## src/rtl/glitc_corr_pkg.sv

```systemverilog
// Purpose: shared types and constants for the quad correlator power-sum path.
// Latency: n/a (package only).
// Backpressure: n/a (package only).
//
// Holds the controller state encoding and the cascade fill latency.
// The partition/preadd and cascade owners reference the same value.
package glitc_corr_pkg;

  // Controller states
  typedef enum logic [1:0] {
    ST_IDLE  = 2'd0,
    ST_FILL  = 2'd1,
    ST_ACCUM = 2'd2
  } corr_state_e;

  // Cycles from cascade enable to first valid cascade output:
  // 1 preadd stage + 6 DSP adder stages.
  localparam int unsigned CASCADE_LAT_DEFAULT = 7;

  // Counter width able to hold 0..n-1, never narrower than one bit.
  function automatic int unsigned cnt_width(input int unsigned n);
    return (n > 1) ? $clog2(n) : 1;
  endfunction

endpackage

```

## src/rtl/corr_window_peak_tracker.sv

```systemverilog
// Purpose: running peak and peak-position register for one accumulation window.
// Latency: 1 cycle to the registered running peak; cand_* is combinational.
// Backpressure: none; follows load/en from the sequencer every cycle.
//
// Ports:
//   clk, rst_n        clock, async active-low reset
//   load              first sample of a window: peak/index take sample unconditionally
//   en                later sample: replace only on strictly greater value
//   idx               position of the current sample within the window
//   sample            current cascade output
//   cand_peak/idx     peak/index including this cycle's sample (for publishing)
module window_peak_tracker #(
  parameter int unsigned SUMBITS = 12,
  parameter int unsigned WINBITS = 8
) (
  input  logic               clk,
  input  logic               rst_n,
  input  logic               load,
  input  logic               en,
  input  logic [WINBITS-1:0] idx,
  input  logic [SUMBITS-1:0] sample,
  output logic [SUMBITS-1:0] cand_peak,
  output logic [WINBITS-1:0] cand_idx
);

  logic [SUMBITS-1:0] peak_q, peak_d;
  logic [WINBITS-1:0] pidx_q, pidx_d;

  // Strict compare so equal values keep the earliest position.
  always_comb begin
    peak_d = peak_q;
    pidx_d = pidx_q;
    if (load) begin
      peak_d = sample;
      pidx_d = idx;
    end else if (en && (sample > peak_q)) begin
      peak_d = sample;
      pidx_d = idx;
    end
  end

  always_ff @(posedge clk or negedge rst_n) begin
    if (!rst_n) begin
      peak_q <= '0;
      pidx_q <= '0;
    end else begin
      peak_q <= peak_d;
      pidx_q <= pidx_d;
    end
  end

  assign cand_peak = peak_d;
  assign cand_idx  = pidx_d;

endmodule

```

## src/rtl/corr_window_sequencer.sv

```systemverilog
// Purpose: gates the correlator cascade, waits out its fill, sums squared samples per window.
// Latency: START to RESULT_VALID = CASCADE_LAT + N + 1 cycles; continuous mode one result per N.
// Backpressure: single result slot; a window completing while the slot is full and not
//               being consumed is dropped and OVERFLOW is set (sticky).
//
// Ports:
//   clk, rst_n              clock, async active-low reset
//   START/ABORT             begin (IDLE only) / cancel; ABORT wins
//   CONTINUOUS, WINDOW      mode and window length minus one, latched with START
//   SUM_IN                  cascade output sample, unsigned
//   CASCADE_CE, BUSY        cascade clock enable, non-IDLE indicator
//   RESULT/PEAK/PEAK_IDX    window total, largest sample, its offset
//   RESULT_VALID/READY      result handshake
//   OVERFLOW                sticky dropped-window flag, cleared by an accepted START
module corr_window_sequencer
  import glitc_corr_pkg::*;
#(
  parameter int unsigned SUMBITS     = 12,
  parameter int unsigned CASCADE_LAT = CASCADE_LAT_DEFAULT,
  parameter int unsigned WINBITS     = 8,
  localparam int unsigned ACCBITS    = SUMBITS + WINBITS
) (
  input  logic               clk,
  input  logic               rst_n,
  input  logic               START,
  input  logic               ABORT,
  input  logic               CONTINUOUS,
  input  logic [WINBITS-1:0] WINDOW,
  input  logic [SUMBITS-1:0] SUM_IN,
  output logic               CASCADE_CE,
  output logic               BUSY,
  output logic [ACCBITS-1:0] RESULT,
  output logic [SUMBITS-1:0] PEAK,
  output logic [WINBITS-1:0] PEAK_IDX,
  output logic               RESULT_VALID,
  input  logic               RESULT_READY,
  output logic               OVERFLOW
);

  localparam int unsigned FILLBITS = cnt_width(CASCADE_LAT);
  localparam logic [FILLBITS-1:0] FILL_LAST = FILLBITS'(CASCADE_LAT - 1);

  corr_state_e state_q, state_d;

  logic [FILLBITS-1:0] fill_cnt_q, fill_cnt_d;
  logic [WINBITS-1:0]  win_q, win_d;
  logic                cont_q, cont_d;
  logic [WINBITS-1:0]  idx_q, idx_d;
  logic [ACCBITS-1:0]  acc_q, acc_d;

  logic [ACCBITS-1:0]  res_q, res_d;
  logic [SUMBITS-1:0]  peak_q, peak_d;
  logic [WINBITS-1:0]  pidx_q, pidx_d;
  logic                res_vld_q, res_vld_d;
  logic                ovf_q, ovf_d;
  logic                busy_q, busy_d;
  logic                ce_q, ce_d;

  logic                take;      // a sample is accumulated this cycle
  logic                done;      // this cycle's sample closes the window
  logic                first;     // this cycle's sample opens the window
  logic [SUMBITS-1:0]  cand_peak;
  logic [WINBITS-1:0]  cand_idx;

  window_peak_tracker #(
    .SUMBITS (SUMBITS),
    .WINBITS (WINBITS)
  ) u_peak (
    .clk       (clk),
    .rst_n     (rst_n),
    .load      (first),
    .en        (take),
    .idx       (idx_q),
    .sample    (SUM_IN),
    .cand_peak (cand_peak),
    .cand_idx  (cand_idx)
  );

  always_comb begin
    state_d    = state_q;
    fill_cnt_d = fill_cnt_q;
    win_d      = win_q;
    cont_d     = cont_q;
    idx_d      = idx_q;
    acc_d      = acc_q;
    res_d      = res_q;
    peak_d     = peak_q;
    pidx_d     = pidx_q;
    res_vld_d  = res_vld_q;
    ovf_d      = ovf_q;
    take       = 1'b0;
    done       = 1'b0;
    first      = 1'b0;

    unique case (state_q)
      ST_IDLE: begin
        if (START && !ABORT) begin
          win_d      = WINDOW;
          cont_d     = CONTINUOUS;
          ovf_d      = 1'b0;
          fill_cnt_d = '0;
          state_d    = ST_FILL;
        end
      end

      ST_FILL: begin
        if (ABORT) begin
          state_d = ST_IDLE;
        end else if (fill_cnt_q == FILL_LAST) begin
          idx_d   = '0;
          state_d = ST_ACCUM;
        end else begin
          fill_cnt_d = fill_cnt_q + FILLBITS'(1);
        end
      end

      ST_ACCUM: begin
        if (ABORT) begin
          // Partial window is simply abandoned; index 0 reloads everything.
          state_d = ST_IDLE;
        end else begin
          take  = 1'b1;
          first = (idx_q == '0);
          acc_d = first ? ACCBITS'(SUM_IN) : acc_q + ACCBITS'(SUM_IN);
          if (idx_q == win_q) begin
            done  = 1'b1;
            idx_d = '0;
            if (!cont_q) state_d = ST_IDLE;
          end else begin
            idx_d = idx_q + WINBITS'(1);
          end
        end
      end

      default: state_d = ST_IDLE;
    endcase

    // Result slot: completion loads when the slot is free or being drained
    // this cycle; otherwise the window is lost and flagged.
    if (done) begin
      if (!res_vld_q || RESULT_READY) begin
        res_d     = acc_d;
        peak_d    = cand_peak;
        pidx_d    = cand_idx;
        res_vld_d = 1'b1;
      end else begin
        ovf_d = 1'b1;
      end
    end else if (res_vld_q && RESULT_READY) begin
      res_vld_d = 1'b0;
    end

    busy_d = (state_d != ST_IDLE);
    ce_d   = (state_d != ST_IDLE);
  end

  always_ff @(posedge clk or negedge rst_n) begin
    if (!rst_n) begin
      state_q    <= ST_IDLE;
      fill_cnt_q <= '0;
      win_q      <= '0;
      cont_q     <= 1'b0;
      idx_q      <= '0;
      acc_q      <= '0;
      res_q      <= '0;
      peak_q     <= '0;
      pidx_q     <= '0;
      res_vld_q  <= 1'b0;
      ovf_q      <= 1'b0;
      busy_q     <= 1'b0;
      ce_q       <= 1'b0;
    end else begin
      state_q    <= state_d;
      fill_cnt_q <= fill_cnt_d;
      win_q      <= win_d;
      cont_q     <= cont_d;
      idx_q      <= idx_d;
      acc_q      <= acc_d;
      res_q      <= res_d;
      peak_q     <= peak_d;
      pidx_q     <= pidx_d;
      res_vld_q  <= res_vld_d;
      ovf_q      <= ovf_d;
      busy_q     <= busy_d;
      ce_q       <= ce_d;
    end
  end

  assign CASCADE_CE   = ce_q;
  assign BUSY         = busy_q;
  assign RESULT       = res_q;
  assign PEAK         = peak_q;
  assign PEAK_IDX     = pidx_q;
  assign RESULT_VALID = res_vld_q;
  assign OVERFLOW     = ovf_q;

endmodule
```

## config.mk

```make
export PLATFORM = sky130hd
export DESIGN_NAME = corr_window_sequencer
export DESIGN_NICKNAME = d
export VERILOG_FILES = /design/src/rtl/glitc_corr_pkg.sv /design/src/rtl/corr_window_peak_tracker.sv /design/src/rtl/corr_window_sequencer.sv
export SDC_FILE = /design/constraint.sdc
export NUM_CORES = 1
export LEC_CHECK = 0
export ABC_AREA = 1
export BUFFER_PORTS_ARGS = -buffer_cell sky130_fd_sc_hd__buf_2
export CAP_MARGIN = 0
export CORE_MARGIN = 2
export CORE_UTILIZATION = 40
export DETAILED_ROUTE_END_ITERATION = 12
export HOLD_SLACK_MARGIN = 0.03
export PLACE_DENSITY_LB_ADDON = 0.25
export SLEW_MARGIN = 20
export SYNTH_ARGS = -nofsm -noshare
export SYNTH_HDL_FRONTEND = slang
export SYNTH_SLANG_ARGS = --single-unit
export TNS_END_PERCENT = 1
```

## constraint.sdc

```tcl
create_clock -name clk -period 2.5 [get_ports clk]
set_clock_uncertainty 0.2 [all_clocks]
set_input_delay 0.5 -clock clk [delete_from_list [all_inputs] [get_ports clk]]
set_output_delay 0.5 -clock clk [all_outputs]
set_load 0.005 [all_outputs]
```

# Yosys cells after proc, flatten, opt, wreduce, memory -nomap -nowiden
# Index checks and enable logic that the tools add are counted.
[totals]
ff_bits = 105
inputBits = 26
out_inout_bits = 44
elab_cells = 82
[op_classes]
n_addsub = 3
order_cmp = 1
n_eq_ne = 10
n_mux = 37
n_reduce_logical = 17
[ops]
columns = ["operator", "n"]
rows = [
  ["20-bit 2-to-1 mux", 3],
  ["8-bit 2-to-1 mux", 6],
  ["12-bit 2-to-1 mux", 2],
  ["20-bit by 12-bit adder with 20-bit output", 1],
  ["8-bit case mux with 2 select lines", 1],
  ["1-bit 2-to-1 mux", 14],
  ["12-bit greater-than comparator", 1],
  ["2-bit 2-to-1 mux", 6],
  ["2-bit != test (second input constant)", 5],
  ["3-bit 2-to-1 mux", 3],
  ["8-bit by 1-bit adder with 8-bit output (second input constant)", 1],
  ["8-bit == test", 1],
  ["8-bit logical NOT", 1],
  ["4-bit AND reduction", 2],
  ["2-bit nonzero test", 4],
  ["2-bit case mux with 3 select lines", 1],
  ["3-bit case mux with 2 select lines", 1],
  ["2-bit AND reduction", 3],
  ["3-bit by 1-bit adder with 3-bit output (second input constant)", 1],
  ["3-bit == test (second input constant)", 1],
  ["1-bit logical AND", 3],
  ["2-bit by 1-bit == test with 1-bit output (second input constant)", 1],
  ["2-bit == test (second input constant)", 1],
  ["1-bit logical NOT", 2],
  ["other kinds (3)", 3],
]

# Logic depth before layout (Yosys ltp)
[depth]
depth_word = 6
mapped_depth = 14
depth_no_buf = 14

# Cells and area by module
# Synthesis repeated with hierarchy kept, for this count alone.
[unflattened]
cells_unflattened = 774
hier_area_um2 = 5800.6
[by_module_without_submodules]
columns = ["mod", "instances", "cells_per_inst", "area_each_um2", "seq_area_each_um2"]
rows = [
  ["corr_window_sequencer", 1, 624, 4590.7, 2127.0],
  ["window_peak_tracker", 1, 150, 1209.9, 500.5],
]

# Worst setup path before layout
# No wires, ideal clock.
[synth_path]
path_type = "input to register"
from = "in SUM_IN[0]"
to = "reg acc_q[18]"
setup_ns = 0.120
arrival_ns = 1.903
required_time_ns = 2.180
path_slack_ns = 0.278
cell_stages = 12
n_path_buf = 0
path_cell_list = "ha_1 > inv_1 > fa_1 > inv_1 > nand3_1 > nand3_1 > nand2_1 > nand2_1 > nand2_1 > nand2_1 > nand3_1 > and3_1"
[synth_via]
elab_chain_cells = 4
[synth_lines]
columns = ["item", "line_no", "rtl"]
rows = [
  ["start, declared", "corr_window_sequencer.sv:29", "input logic [SUMBITS-1:0] SUM_IN,"],
  ["20-bit by 12-bit adder with 20-bit output", "corr_window_sequencer.sv:124", "acc_d = first ? ACCBITS'(SUM_IN) : acc_q + ACCBITS'(SUM_IN);"],
  ["20-bit 2-to-1 mux", "corr_window_sequencer.sv:124", ""],
  ["20-bit 2-to-1 mux", "corr_window_sequencer.sv:118", "if (ABORT) begin"],
  ["20-bit 2-to-1 mux", "corr_window_sequencer.sv:95", "unique case (state_q)"],
  ["via acc_d[18]", "corr_window_sequencer.sv:49", "logic [ACCBITS-1:0] acc_q, acc_d;"],
  ["end signal, assigned", "corr_window_sequencer.sv:164", "acc_q <= '0;"],
  ["end signal, assigned", "corr_window_sequencer.sv:178", "acc_q <= acc_d;"],
  ["end, declared", "corr_window_sequencer.sv:49", ""],
]
# The timed path passes the listed nets, and every way through them passes these cells.
# A chain may end at the register's enable or synchronous reset.

# Worst setup path after layout
[layout_path]
from = "reg acc_q[0]"
to = "reg acc_q[18]"
[layout_via]
elab_chain_cells = 4
[layout_lines]
columns = ["item", "line_no"]
rows = [
  ["20-bit by 12-bit adder with 20-bit output", "corr_window_sequencer.sv:124"],
  ["20-bit 2-to-1 mux", "corr_window_sequencer.sv:124"],
  ["20-bit 2-to-1 mux", "corr_window_sequencer.sv:118"],
  ["20-bit 2-to-1 mux", "corr_window_sequencer.sv:95"],
  ["via acc_d[18]", "corr_window_sequencer.sv:49"],
]
# The timed path passes the listed nets, and every way through them passes these cells.

==> results by group <==
GRT
  – Met2 usage: 30.0%
  – Gr busiest metal: met2
  – GRT Util Overall: approximately a fifth
  – Overflow after GRT: 0
  – Vias in the first global route: 4,974
  – Initial antenna violation count: 0
  – GR Layer Usage met3: 3.77%
  – Largest net degree at the start of global routing: between 40 and 50
  – GR Util met1: between 20% and 30%
  – Global-route wire length before repair: about 24,000 microns

Layout
  – Antenna cells: 0
  – Final nets: 914
  – P&R area growth vs syn: 16.0%
  – Fraction of layout cells with a size suffix above 1: 15.6%
  – FILL cells: approximately 1.5k
  – Final instance area: 6850 sq um

Outcome
  – Status: complete, no violations

Floorplan
  – Starting Density: between 40% and 50%
  – Die Footprint: 15,800 sq um
  – Die W: 126 microns
  – Core footprint: 14,500 sq um
  – Die Ht: 126 microns
  – # rows: between 40 and 50
  – IO Pins: 70

Place
  – Setup WS pre-CTS: -0.0330 ns
  – Placement Cell Area: 6530 sq um
  – Routability Congestion: 0.927
  – DP HPWL: 10,600 microns
  – Number of port buffers: 69

Synthesis
  – Post-synthesis register bit count: 105
  – Syn nets: 830
  – Mapped cell area: 5910 sq um
  – Post-synth cell types: 40
  – Post-synthesis sequential area ratio: 44.5%
  – Mean Syn Cell Area: approximately 7.6 sq um
  – Synth Instances: 775
  – Top FF cell, synth: dfrtp_1
  – Synth Warn #: 0
  – Post-synth ARST share: 100%
  – Yosys top cell area share: 44.5%
  – EDFF count, synth: 0
  – Leading area contributor after synthesis: dfrtp_1
  – Top cells by area, synth: dfrtp_1, nand2_1, nand3_1

Detailed routing
  – DR iter-0 viols: 255
  – DRC viols: 0
  – DR vias/cell: 4.80
  – Routed wire length: between 10,000 and 15,000 microns
  – Wire per inst: 13.6 microns
  – Via count: around 5k
  – ANT nets after route: 0
  – Drt first pass iters: 5

Worst setup path
  – Crit path DAT: 2.31 ns
  – Crit path required time: ~2.6 ns
  – Critical path capture point type: flip-flop
  – CP max FO: 4
  – Startpoint types: flip-flop
  – CP Class: reg2reg

Timing
  – Worst Hold Slack: between 0.1 and 0.15 ns
  – Post-route setup TNS: 0 ns
  – Pins Over Slew Limit: 0
  – Relative slew slack: between 60 and 70%
  – Final period util: 90.3%
  – Slew @ Worst Pin: between 0.5 and 0.6 ns
  – Max Clock Freq: 443 MHz
  – Final Hold Vio Count: 0
  – Unrepaired setup endpoints after global routing: false
  – Fin worst setup slack: 0.242 ns
  – Minimum clock period: 2.26 ns
  – Final setup viols: 0

Power and ir drop
  – Clock Power Share: 32.7%
  – Total power: 0.00460 W
  – LEAKAGE: approximately 3.8 nW
  – PwrDens: approximately 670 nW/um^2
  – Internal: between 0.003 and 0.004 W
  – Comb pwr share: 24.3%
  – Net Switching: 0.00152 W
  – Sw Ratio: 33.0%
  – Reg power frac: 43.0%
  – Worst vdd ir: between 0.4 and 0.5 mV

Job
  – Max-cap viol count: 0

Clock tree
  – Setup Buffers After CTS: 0
  – CTS tree: done
  – Clock root buffer: clkbuf_16
  – Htree depth: 3
  – Clock Sinks: around 110
  – Worst-Skew Late Latency: 0.37 ns
  – Clock transition at path regs: 0.08 ns
  – Num CTS Buffers: 9
  – Max Root-Sink Buffers: 2

Worst hold path
  – Min-delay worst type: in2reg
==> cells in the final DEF (no fill, tap or decap), types with 2 or more instances in the layout <==
cell       count
o22ai_1        2
buf_12         2
o21ai_1        3
a21oi_1       28
buf_2         68
nor4_1         4
nand2_2        5
inv_1         91
nor3_1        11
or2_2          3
o21bai_1       2
ha_1          28
nor2_1        38
dfrtp_1      105
o211ai_1       2
nand3b_1       3
xor2_1         4
clkbuf_16      9
o21ai_0       21
inv_6          2
nand3_1       77
inv_2         11
nand2_1      269
and2_1        16
buf_4         22
a21boi_0       2
nand4_1       12
nor2_4         2
o21a_1         2
and3_1         3
==> cell usage after synthesis (2+ instances only) <==
library cell,n
a21boi_0,2
a21oi_1,28
and2_1,16
and3_1,3
buf_2,6
buf_4,5
buf_6,7
clkbuf_1,2
dfrtp_1,105
ha_1,28
inv_1,91
inv_2,11
nand2_1,269
nand2_2,5
nand3_1,77
nand3b_1,3
nand4_1,12
nor2_1,38
nor2_4,2
nor3_1,11
nor4_1,4
o211ai_1,2
o21a_1,2
o21ai_0,21
o21ai_1,3
o21bai_1,2
o22ai_1,2
or2_2,3
xor2_1,4
==> cells by family after synthesis <==
logic type	after synthesis	share of synthesized area (%)
adder cells (fa/ha/maj)	29	6.27
buffers and inverters	123	9.19
AND/OR/NAND/NOR	448	33.3
flip-flops	105	44.5
XOR/XNOR	5	0.741
AO/OA/AOI/OAI	65	5.99
==> cell type report <==
| class | count | area (sq um) | share of cell area [%] |
|---|---|---|---|
| flip-flops and latches | 105 | 2630 | 38.3 |
| well taps | 184 | 230 | 3.36 |
| repair buffers | 93 | 556 | 8.11 |
| inverters | 103 | 389 | 5.68 |
| clock buffers | 9 | 225 | 3.29 |
| multi-input cells | 547 | 2740 | 39.9 |
| clock inverters | 7 | 88.8 | 1.30 |
==> power groups by stage <==
| stage | Sequential [W] | Clock [W] | Combinational [W] |
|---|---|---|---|
| 2_1_floorplan | 0.00198 | 0 | 0.000775 |
| 3_3_place_gp | 0.00200 | 0 | 0.00111 |
| 3_5_place_dp | 0.00201 | 0 | 0.00112 |
| 4_1_cts | 0.00198 | 0.00154 | 0.00113 |
| 5_1_grt | 0.00200 | 0.00160 | 0.00129 |
| 6_report | 0.00198 | 0.00151 | 0.00112 |
==> metal layers <==
metal  share of wire (%)  vias up
met4                 2.1        0
met2                  44      105
met3                 4.2       17
li1                    -     2629
met5                   0        -
met1                  50     2283
==> path summary, 6_finish.rpt <==
kind	startpoint	to	slack (ns)	depth (start not counted)
worst max-delay path	acc_q[0]	acc_q[18]	0.24	12
worst min-delay path	CONTINUOUS	cont_q	0.12	3
worst max register to register	acc_q[0]	acc_q[18]	0.24	12
worst min register to register	RESULT[6]	RESULT[6]	0.28	2
max in group asynchronous	rst_n	u_peak.pidx_q[5]	1.06	3
min in group asynchronous	rst_n	RESULT[4]	0.38	2
==> registers in the layout, indices dropped and copies added, names as in the netlist <==
register,flops
PEAK_IDX,8
idx_q,8
fill_cnt_q,3
PEAK,12
u_peak.pidx_q,8
win_q,8
state_q,2
OVERFLOW,1
CASCADE_CE,1
u_peak.peak_q,12
RESULT,20
acc_q,20
cont_q,1
RESULT_VALID,1
==> metrics by stage <==
stage	util, %	instances
final	47.3	1048
after global routing	47.3	1048
after CTS	47.3	1048
after detailed placement	45.1	1031
after global placement	45.1	1031
after floorplan	-	775
==> worst max-delay path, stage by stage, from the launching register on <==
cell and delay (ns):
dfrtp_1 0.35, ha_1 0.16, inv_1 0.06, fa_1 0.41, inv_1 0.10, nand3_1 0.07, nand3_1 0.15, nand2_1 0.09
nand2_1 0.08, nand2_1 0.05, nand2_1 0.14, nand3_1 0.10, and3_1 0.18
==> repair_timing <==
action                                  4_1_cts  5_1_grt
resized for setup                             0        0
hold buffers                                  1        0
hold endpoints to repair                     20        0
endpoints found under the setup margin        0        0
Power figures use the tool's default switching activity.
